===== src/rtl/spu_pkg.sv =====
// Shared definitions for the SPU command dispatcher.
//   - opcode encodings of cmd_op
//   - dispatcher state encoding
//   - bit offsets of the packed cmd_shift field
package spu_pkg;

    localparam logic [1:0] OP_NOP = 2'd0;
    localparam logic [1:0] OP_SM  = 2'd1;
    localparam logic [1:0] OP_LN  = 2'd2;
    localparam logic [1:0] OP_RSV = 2'd3;

    typedef enum logic [1:0] {
        ST_IDLE   = 2'd0,
        ST_CHECK  = 2'd1,
        ST_LAUNCH = 2'd2,
        ST_RUN    = 2'd3
    } spu_state_e;

    // cmd_shift = {shift_input[3:0], exp_shift_output[4:0], shift_output[3:0]}
    localparam int unsigned SHIFT_W       = 13;
    localparam int unsigned SHIFT_OUT_LSB = 0;
    localparam int unsigned SHIFT_EXP_LSB = 4;
    localparam int unsigned SHIFT_IN_LSB  = 9;

endpackage


===== src/rtl/spu_cmd_fifo.sv =====
// Small synchronous command FIFO.
// Ports:
//   core_clk, rst_n      clock, async active-low reset (flushes pointers)
//   push_i / pop_i       push / pop requests; ignored when full / empty
//   data_i / data_o      write data / head-of-queue data
//   full_o / empty_o     occupancy flags
module spu_cmd_fifo #(
    parameter int WIDTH = 8,
    parameter int DEPTH = 2
) (
    input  logic             core_clk,
    input  logic             rst_n,
    input  logic             push_i,
    input  logic             pop_i,
    input  logic [WIDTH-1:0] data_i,
    output logic [WIDTH-1:0] data_o,
    output logic             full_o,
    output logic             empty_o
);

    localparam int AW = $clog2(DEPTH);

    logic [WIDTH-1:0] mem_q [DEPTH];
    // Pointers carry one extra wrap bit to tell full from empty.
    logic [AW:0]      wr_ptr_q, rd_ptr_q;
    logic             do_push, do_pop;

    assign empty_o = (wr_ptr_q == rd_ptr_q);
    assign full_o  = (wr_ptr_q[AW] != rd_ptr_q[AW]) &&
                     (wr_ptr_q[AW-1:0] == rd_ptr_q[AW-1:0]);
    assign do_push = push_i && !full_o;
    assign do_pop  = pop_i && !empty_o;
    assign data_o  = mem_q[rd_ptr_q[AW-1:0]];

    always_ff @(posedge core_clk or negedge rst_n) begin
        if (!rst_n) begin
            wr_ptr_q <= '0;
            rd_ptr_q <= '0;
        end else begin
            if (do_push) wr_ptr_q <= wr_ptr_q + 1'b1;
            if (do_pop)  rd_ptr_q <= rd_ptr_q + 1'b1;
        end
    end

    always_ff @(posedge core_clk) begin
        if (do_push) mem_q[wr_ptr_q[AW-1:0]] <= data_i;
    end

endmodule


===== src/rtl/spu_dispatch.sv =====
// SPU command front-end: queues commands, launches softmax or layernorm one at
// a time with latched configuration, and muxes the shared gbuf port.
// Ports:
//   core_clk, rst_n                 clock, async active-low reset
//   cmd_*                           command valid/ready interface
//   spu_busy/done/err/done_cnt      upstream status
//   cfg_*                           latched configuration to both units
//   sm_* / ln_*                     unit start/end and gbuf requests
//   gbuf_*                          shared gbuf port
module spu_dispatch
    import spu_pkg::*;
#(
    parameter int ADDR_WIDTH = 12,
    parameter int DATA_WIDTH = 32,
    parameter int CMD_DEPTH  = 2
) (
    input  logic                  core_clk,
    input  logic                  rst_n,
    input  logic                  cmd_valid,
    output logic                  cmd_ready,
    input  logic [1:0]            cmd_op,
    input  logic [ADDR_WIDTH-1:0] cmd_matrix_y,
    input  logic [ADDR_WIDTH-1:0] cmd_matrix_x,
    input  logic [ADDR_WIDTH-1:0] cmd_im_base,
    input  logic [ADDR_WIDTH-1:0] cmd_om_base,
    input  logic [ADDR_WIDTH-1:0] cmd_ifm_align,
    input  logic [ADDR_WIDTH-1:0] cmd_ofm_align,
    input  logic [12:0]           cmd_shift,
    output logic                  spu_busy,
    output logic                  spu_done,
    output logic                  spu_err,
    output logic [15:0]           spu_done_cnt,
    output logic [ADDR_WIDTH-1:0] cfg_matrix_y,
    output logic [ADDR_WIDTH-1:0] cfg_matrix_x,
    output logic [ADDR_WIDTH-1:0] cfg_im_base,
    output logic [ADDR_WIDTH-1:0] cfg_om_base,
    output logic [ADDR_WIDTH-1:0] cfg_ifm_align,
    output logic [ADDR_WIDTH-1:0] cfg_ofm_align,
    output logic [3:0]            cfg_shift_input,
    output logic [4:0]            cfg_exp_shift_output,
    output logic [3:0]            cfg_shift_output,
    output logic                  sm_start,
    output logic                  ln_start,
    input  logic                  sm_end,
    input  logic                  ln_end,
    input  logic                  sm_ren,
    input  logic                  sm_wen,
    input  logic                  ln_ren,
    input  logic                  ln_wen,
    input  logic [ADDR_WIDTH-1:0] sm_raddr,
    input  logic [ADDR_WIDTH-1:0] sm_waddr,
    input  logic [ADDR_WIDTH-1:0] ln_raddr,
    input  logic [ADDR_WIDTH-1:0] ln_waddr,
    input  logic [DATA_WIDTH-1:0] sm_wdata,
    input  logic [DATA_WIDTH-1:0] ln_wdata,
    output logic                  gbuf_ren,
    output logic                  gbuf_wen,
    output logic [ADDR_WIDTH-1:0] gbuf_raddr,
    output logic [ADDR_WIDTH-1:0] gbuf_waddr,
    output logic [DATA_WIDTH-1:0] gbuf_wdata,
    input  logic [DATA_WIDTH-1:0] gbuf_rdata
);

    localparam int CMD_W = 2 + 6 * ADDR_WIDTH + SHIFT_W;

    spu_state_e            state_q;
    logic [1:0]            op_q;
    logic [ADDR_WIDTH-1:0] my_q, mx_q, im_q, om_q, ifa_q, ofa_q;
    logic [SHIFT_W-1:0]    shift_q;
    logic                  sm_start_q, ln_start_q, done_q, err_q;
    logic [15:0]           done_cnt_q;

    logic [CMD_W-1:0]      fifo_din, fifo_dout;
    logic                  fifo_full, fifo_empty, fifo_pop;
    logic                  cmd_bad, unit_end;

    assign fifo_din = {cmd_op, cmd_matrix_y, cmd_matrix_x, cmd_im_base,
                       cmd_om_base, cmd_ifm_align, cmd_ofm_align, cmd_shift};
    assign fifo_pop = (state_q == ST_IDLE) && !fifo_empty;

    spu_cmd_fifo #(
        .WIDTH (CMD_W),
        .DEPTH (CMD_DEPTH)
    ) u_cmd_fifo (
        .core_clk (core_clk),
        .rst_n    (rst_n),
        .push_i   (cmd_valid),
        .pop_i    (fifo_pop),
        .data_i   (fifo_din),
        .data_o   (fifo_dout),
        .full_o   (fifo_full),
        .empty_o  (fifo_empty)
    );

    // Units consume whole 4-element groups; empty or ragged rows are rejected.
    assign cmd_bad  = (op_q == OP_RSV) || (mx_q == '0) ||
                      (mx_q[1:0] != 2'b00) || (my_q == '0);
    assign unit_end = ((op_q == OP_SM) && sm_end) || ((op_q == OP_LN) && ln_end);

    always_ff @(posedge core_clk or negedge rst_n) begin
        if (!rst_n) begin
            state_q    <= ST_IDLE;
            op_q       <= OP_NOP;
            my_q       <= '0;
            mx_q       <= '0;
            im_q       <= '0;
            om_q       <= '0;
            ifa_q      <= '0;
            ofa_q      <= '0;
            shift_q    <= '0;
            sm_start_q <= 1'b0;
            ln_start_q <= 1'b0;
            done_q     <= 1'b0;
            err_q      <= 1'b0;
            done_cnt_q <= '0;
        end else begin
            sm_start_q <= 1'b0;
            ln_start_q <= 1'b0;
            done_q     <= 1'b0;
            err_q      <= 1'b0;
            case (state_q)
                ST_IDLE: begin
                    if (!fifo_empty) begin
                        {op_q, my_q, mx_q, im_q, om_q, ifa_q, ofa_q, shift_q} <= fifo_dout;
                        state_q <= ST_CHECK;
                    end
                end
                ST_CHECK: begin
                    if (op_q == OP_NOP) begin
                        done_q     <= 1'b1;
                        done_cnt_q <= done_cnt_q + 16'd1;
                        state_q    <= ST_IDLE;
                    end else if (cmd_bad) begin
                        err_q   <= 1'b1;
                        state_q <= ST_IDLE;
                    end else begin
                        // Start is registered here so it is high during LAUNCH.
                        sm_start_q <= (op_q == OP_SM);
                        ln_start_q <= (op_q == OP_LN);
                        state_q    <= ST_LAUNCH;
                    end
                end
                ST_LAUNCH: state_q <= ST_RUN;
                ST_RUN: begin
                    if (unit_end) begin
                        done_q     <= 1'b1;
                        done_cnt_q <= done_cnt_q + 16'd1;
                        state_q    <= ST_IDLE;
                    end
                end
                default: state_q <= ST_IDLE;
            endcase
        end
    end

    always_comb begin
        gbuf_ren   = 1'b0;
        gbuf_wen   = 1'b0;
        gbuf_raddr = '0;
        gbuf_waddr = '0;
        gbuf_wdata = '0;
        if (state_q == ST_RUN) begin
            if (op_q == OP_SM) begin
                gbuf_ren   = sm_ren;
                gbuf_wen   = sm_wen;
                gbuf_raddr = sm_raddr;
                gbuf_waddr = sm_waddr;
                gbuf_wdata = sm_wdata;
            end else if (op_q == OP_LN) begin
                gbuf_ren   = ln_ren;
                gbuf_wen   = ln_wen;
                gbuf_raddr = ln_raddr;
                gbuf_waddr = ln_waddr;
                gbuf_wdata = ln_wdata;
            end
        end
    end

    // Read data goes to both units outside this block.
    logic unused_rdata;
    assign unused_rdata = ^gbuf_rdata;

    assign cmd_ready            = !fifo_full;
    assign spu_busy             = (state_q != ST_IDLE) || !fifo_empty;
    assign spu_done             = done_q;
    assign spu_err              = err_q;
    assign spu_done_cnt         = done_cnt_q;
    assign cfg_matrix_y         = my_q;
    assign cfg_matrix_x         = mx_q;
    assign cfg_im_base          = im_q;
    assign cfg_om_base          = om_q;
    assign cfg_ifm_align        = ifa_q;
    assign cfg_ofm_align        = ofa_q;
    assign cfg_shift_input      = shift_q[SHIFT_IN_LSB +: 4];
    assign cfg_exp_shift_output = shift_q[SHIFT_EXP_LSB +: 5];
    assign cfg_shift_output     = shift_q[SHIFT_OUT_LSB +: 4];
    assign sm_start             = sm_start_q;
    assign ln_start             = ln_start_q;

endmodule


===== config.mk =====
export PLATFORM = sky130hd
export DESIGN_NAME = spu_dispatch
export DESIGN_NICKNAME = d
export VERILOG_FILES = /design/src/rtl/spu_pkg.sv /design/src/rtl/spu_cmd_fifo.sv /design/src/rtl/spu_dispatch.sv
export SDC_FILE = /design/constraint.sdc
export NUM_CORES = 1
export LEC_CHECK = 0
export BUFFER_PORTS_ARGS = -buffer_cell sky130_fd_sc_hd__buf_2
export CAP_MARGIN = 20
export CORE_MARGIN = 2
export CORE_UTILIZATION = 50
export CTS_BUF_LIST = sky130_fd_sc_hd__clkbuf_8
export DETAILED_ROUTE_END_ITERATION = 10
export PLACE_DENSITY = 0.83
export REMOVE_ABC_BUFFERS = 1
export SETUP_SLACK_MARGIN = 0.1
export SYNTH_ARGS = -nofsm -noshare
export SYNTH_HDL_FRONTEND = slang
export SYNTH_HIERARCHICAL = 1
export SYNTH_SLANG_ARGS = --single-unit

===== constraint.sdc =====
create_clock -name core_clk -period 13.2 [get_ports core_clk]
set_input_delay 2.64 -clock core_clk [delete_from_list [all_inputs] [get_ports core_clk]]
set_output_delay 2.64 -clock core_clk [all_outputs]
set_load 0.01 [all_outputs]

==> impl_metrics.yaml <==
clocking:
  ctsHoldBuffers: 0
  post_cts_buffers: 0
  htreeDepth: 2
  cts_root_buf: "clkbuf_8"
  cts_made_buffers: 46
  clock_latency_ns: 0.54
  cts.sinks: 287
  clk_path_buf_depth: 3
  tritoncts: "built"
  ctsResizeCount: 0
  clk_pin_slew_ns: 0.06
timing:
  max_slew_margin_pct: 26.5
  period_needed_ns: 6.03
  finClkSkew_ns: 0.0225
  min_period_over_period_pct: 45.7
  setup_ws_ns: 7.17
  hold_viol: 0
  fmax_mhz: 166
  setup_viol: 0
  tns_ns: 0
  finalMaxSlewViolations: 0
  whs_ns: 0.471
  rsz0062_at_grt: "false"
  tightestPinTransition_ns: 1.10
floorplan:
  start_util_pct: 51.1
  core.rowCount: 55
  die_h_um: 156
  die_w_um: 156
  core_area_um2: 22700
  dieArea_um2: 24400
  io_pins: 405
power:
  switchingPower_mw: 0.473
  combPwrFrac_pct: 8.4
  clkPwrFrac_pct: 38.0
  p_per_area_nw_per_um2: 140
  ir_drop_mv: 0.102
  internal-power_mw: 1.59
  leakage_nw: 6.89
  swShare_pct: 22.9
  power_frac_seq_pct: 53.7
setup_path:
  critPathLaunchType: "primary input"
  critPathCaptureType: "output port"
  crit_top_cell: "buf_2"
  rr_endpoint: "u_cmd_fifo/mem_q[1][85]"
  worstReg2RegStart: "u_cmd_fifo/rd_ptr_q[1]"
  r2r_slack_ns: 10.59
  worstPathMaxFanout: 1
  crit_type: "in2out"
  worstPathCellList: "buf_2 -> a22oi_1 -> nor2_1 -> buf_2"
  cpMaxStageDelayCell: "nor2_1"
  r2r_cells: 3
  max_stage_delay_ns: 0.36
  arrival_ns: 3.39
  setup.worst_path.start: "sm_wdata[30]"
  crit_required_ns: 10.56
  cp-endpoint: "gbuf_wdata[30]"
yosys:
  synthTopCellsByArea: "edfxtp_1 (45%), dfrtp_1 (24%), mux2_2 (15%)"
  synth_cell_types: 42
  synth-edff-count: 174
  synth_commonest_cells: "edfxtp_1 (174), mux2_2 (156), dfrtp_1 (113)"
  synth.top_cell.area_share_pct: 45.0
  ys_async_sr_fraction_pct: 39.4
  syn_area_um2: 11600
  ys_seq_area_share_pct: 69.4
  yosysMostFrequentCell: "edfxtp_1"
  synth_cells: 722
  ys.warnings.count: 6
  avgSynthCellArea_um2: 16.1
  synth-main-ff-cell: "edfxtp_1"
  ys_ff_latch: 287
  synth_top_area_cell: "edfxtp_1"
placement:
  place_hpwl_um: 20200
  dp_cells: 1345
  place.gp.congestion: 0.922
  pre_cts_slack_ns: 7.15
  portBuffers: 372
cells_and_area:
  stdcell_count: 1439
  fillCellCount: 1679
  ff_latch_area_um2: 8060
  multi_input_area_um2: 3310
  postLayoutCoreUtil_pct: 64.8
  drive_gt1_share_pct: 54.1
  syn_to_final_growth_pct: 26.8
  nets: 1350
route:
  via_per_inst: 5.37
  vias: 7727
  drc: 0
  routed_wirelength_um: 29800
  wire_per_inst_um: 20.7
  initialDrtViolationCount: 515
  drtAntennaViolNets: 0
  drt_pass1_iterations: 7
global_routing:
  grt_usage_pct: 23.8
  antenna_found_initial: 13
  grt_max_degree: 80
  grt_pass1_vias: 7950
  grt_pass1_wl_um: 44100
  gr-total-overflow: 0
worst_hold_path:
  min_from: "spu_done_cnt[15]"
  hp-class: "reg2reg"
run:
  cap_violations: 0
run_status:
  outcome: "complete, no violations"
[per-layer routing]
layer / vias to the layer above / GRT usage [%] / part of all wire (%)
met5: - / 0 / 0.044
met4: 2 / 13.9 / 4.8
met3: 80 / 9.08 / 9.6
met2: 369 / 40.7 / 50
met1: 3769 / 25.1 / 35
li1: 3507 / - / -
[area by class of cell]
type                            count  area share (%)
Clock buffer                       60            5.61
Multi-Input combinational cell    386            22.5
Clock inverter                     24            1.07
Inverter                            5           0.128
Timing Repair Buffer              383            13.4
Sequential cell                   287            54.7
Antenna cell                        9           0.153
Tap cell                          285            2.42
[cell usage in the layout (no fill, tap or decap), drive strengths merged, types with 2 or more instances in the layout]
master  synthesis  final
and4b           2      2
inv             5     18
nand4           4      4
nand2           9      9
a21oi           5      5
clkinv          0      8
nor4            6      6
clkbuf         14     60
buf            30    383
mux2          176    176
xnor2          10     10
a22oi          58     58
edfxtp        174    174
nor3            5      5
nor2           67     67
nand3           7      7
a31oi           2      2
o21ai           6      6
dfrtp         113    113
diode           0      9
xor2            8      8
and3            4      4
bufinv          0      2
[per-stage QoR]
step           cell area (um^2)  power [mW]
2_1_floorplan             11400        1.23
3_3_place_gp              13700        1.29
3_5_place_dp              13700        1.30
4_1_cts                   14700        2.09
5_1_grt                   14700        2.15
6_report                  14700        2.07
[registers in the layout, indices dropped and copies added (netlist names), named ones only]
name / cells
cfg_ofm_align: 12
spu_err: 1
spu_done_cnt: 16
state_q: 1
op_q: 2
u_cmd_fifo/mem_q: 174
cfg_matrix_y: 12
u_cmd_fifo/wr_ptr_q: 2
cfg_im_base: 12
ln_start: 1
spu_done: 1
cfg_ifm_align: 12
cfg_om_base: 12
sm_start: 1
u_cmd_fifo/rd_ptr_q: 2
cfg_matrix_x: 12
shift_q: 13
[power groups by stage]
stage / registers, mW / clock network, mW / logic [mW]
2_1_floorplan: 1.14 / 0 / 0.0910
3_3_place_gp: 1.12 / 0 / 0.171
3_5_place_dp: 1.13 / 0 / 0.176
4_1_cts: 1.11 / 0.806 / 0.177
5_1_grt: 1.12 / 0.845 / 0.191
6_report: 1.11 / 0.785 / 0.173
[kinds of logic after synthesis]
family	after synthesis	synth area share (%)
and+or+nand+nor	113	4.71
buffers and inverters	49	2.29
DFF	287	69.4
xor gates and xnor gates	18	1.36
muxes	177	17.2
adders and majority gates	1	0.108
AOI/OAI and AO/OA	77	4.95
[worst min-delay path by stage]
stage | endpoint | depth (start not counted) | slack (ns)
floorplan | spu_done_cnt[15] | 1 | 0.51
global placement | spu_done_cnt[15] | 1 | 0.46
detailed placement | spu_done_cnt[15] | 1 | 0.46
CTS | spu_done_cnt[15] | 1 | 0.47
global route | spu_done_cnt[15] | 1 | 0.48
finish | spu_done_cnt[15] | 1 | 0.47
[critical path, delay by kind of cell]
family,cells,cell delay (ns)
compound gates,1,0.09
simple gates,1,0.36
buf+inv,2,0.29
No activity file was read; power rests on OpenSTA's default activity.
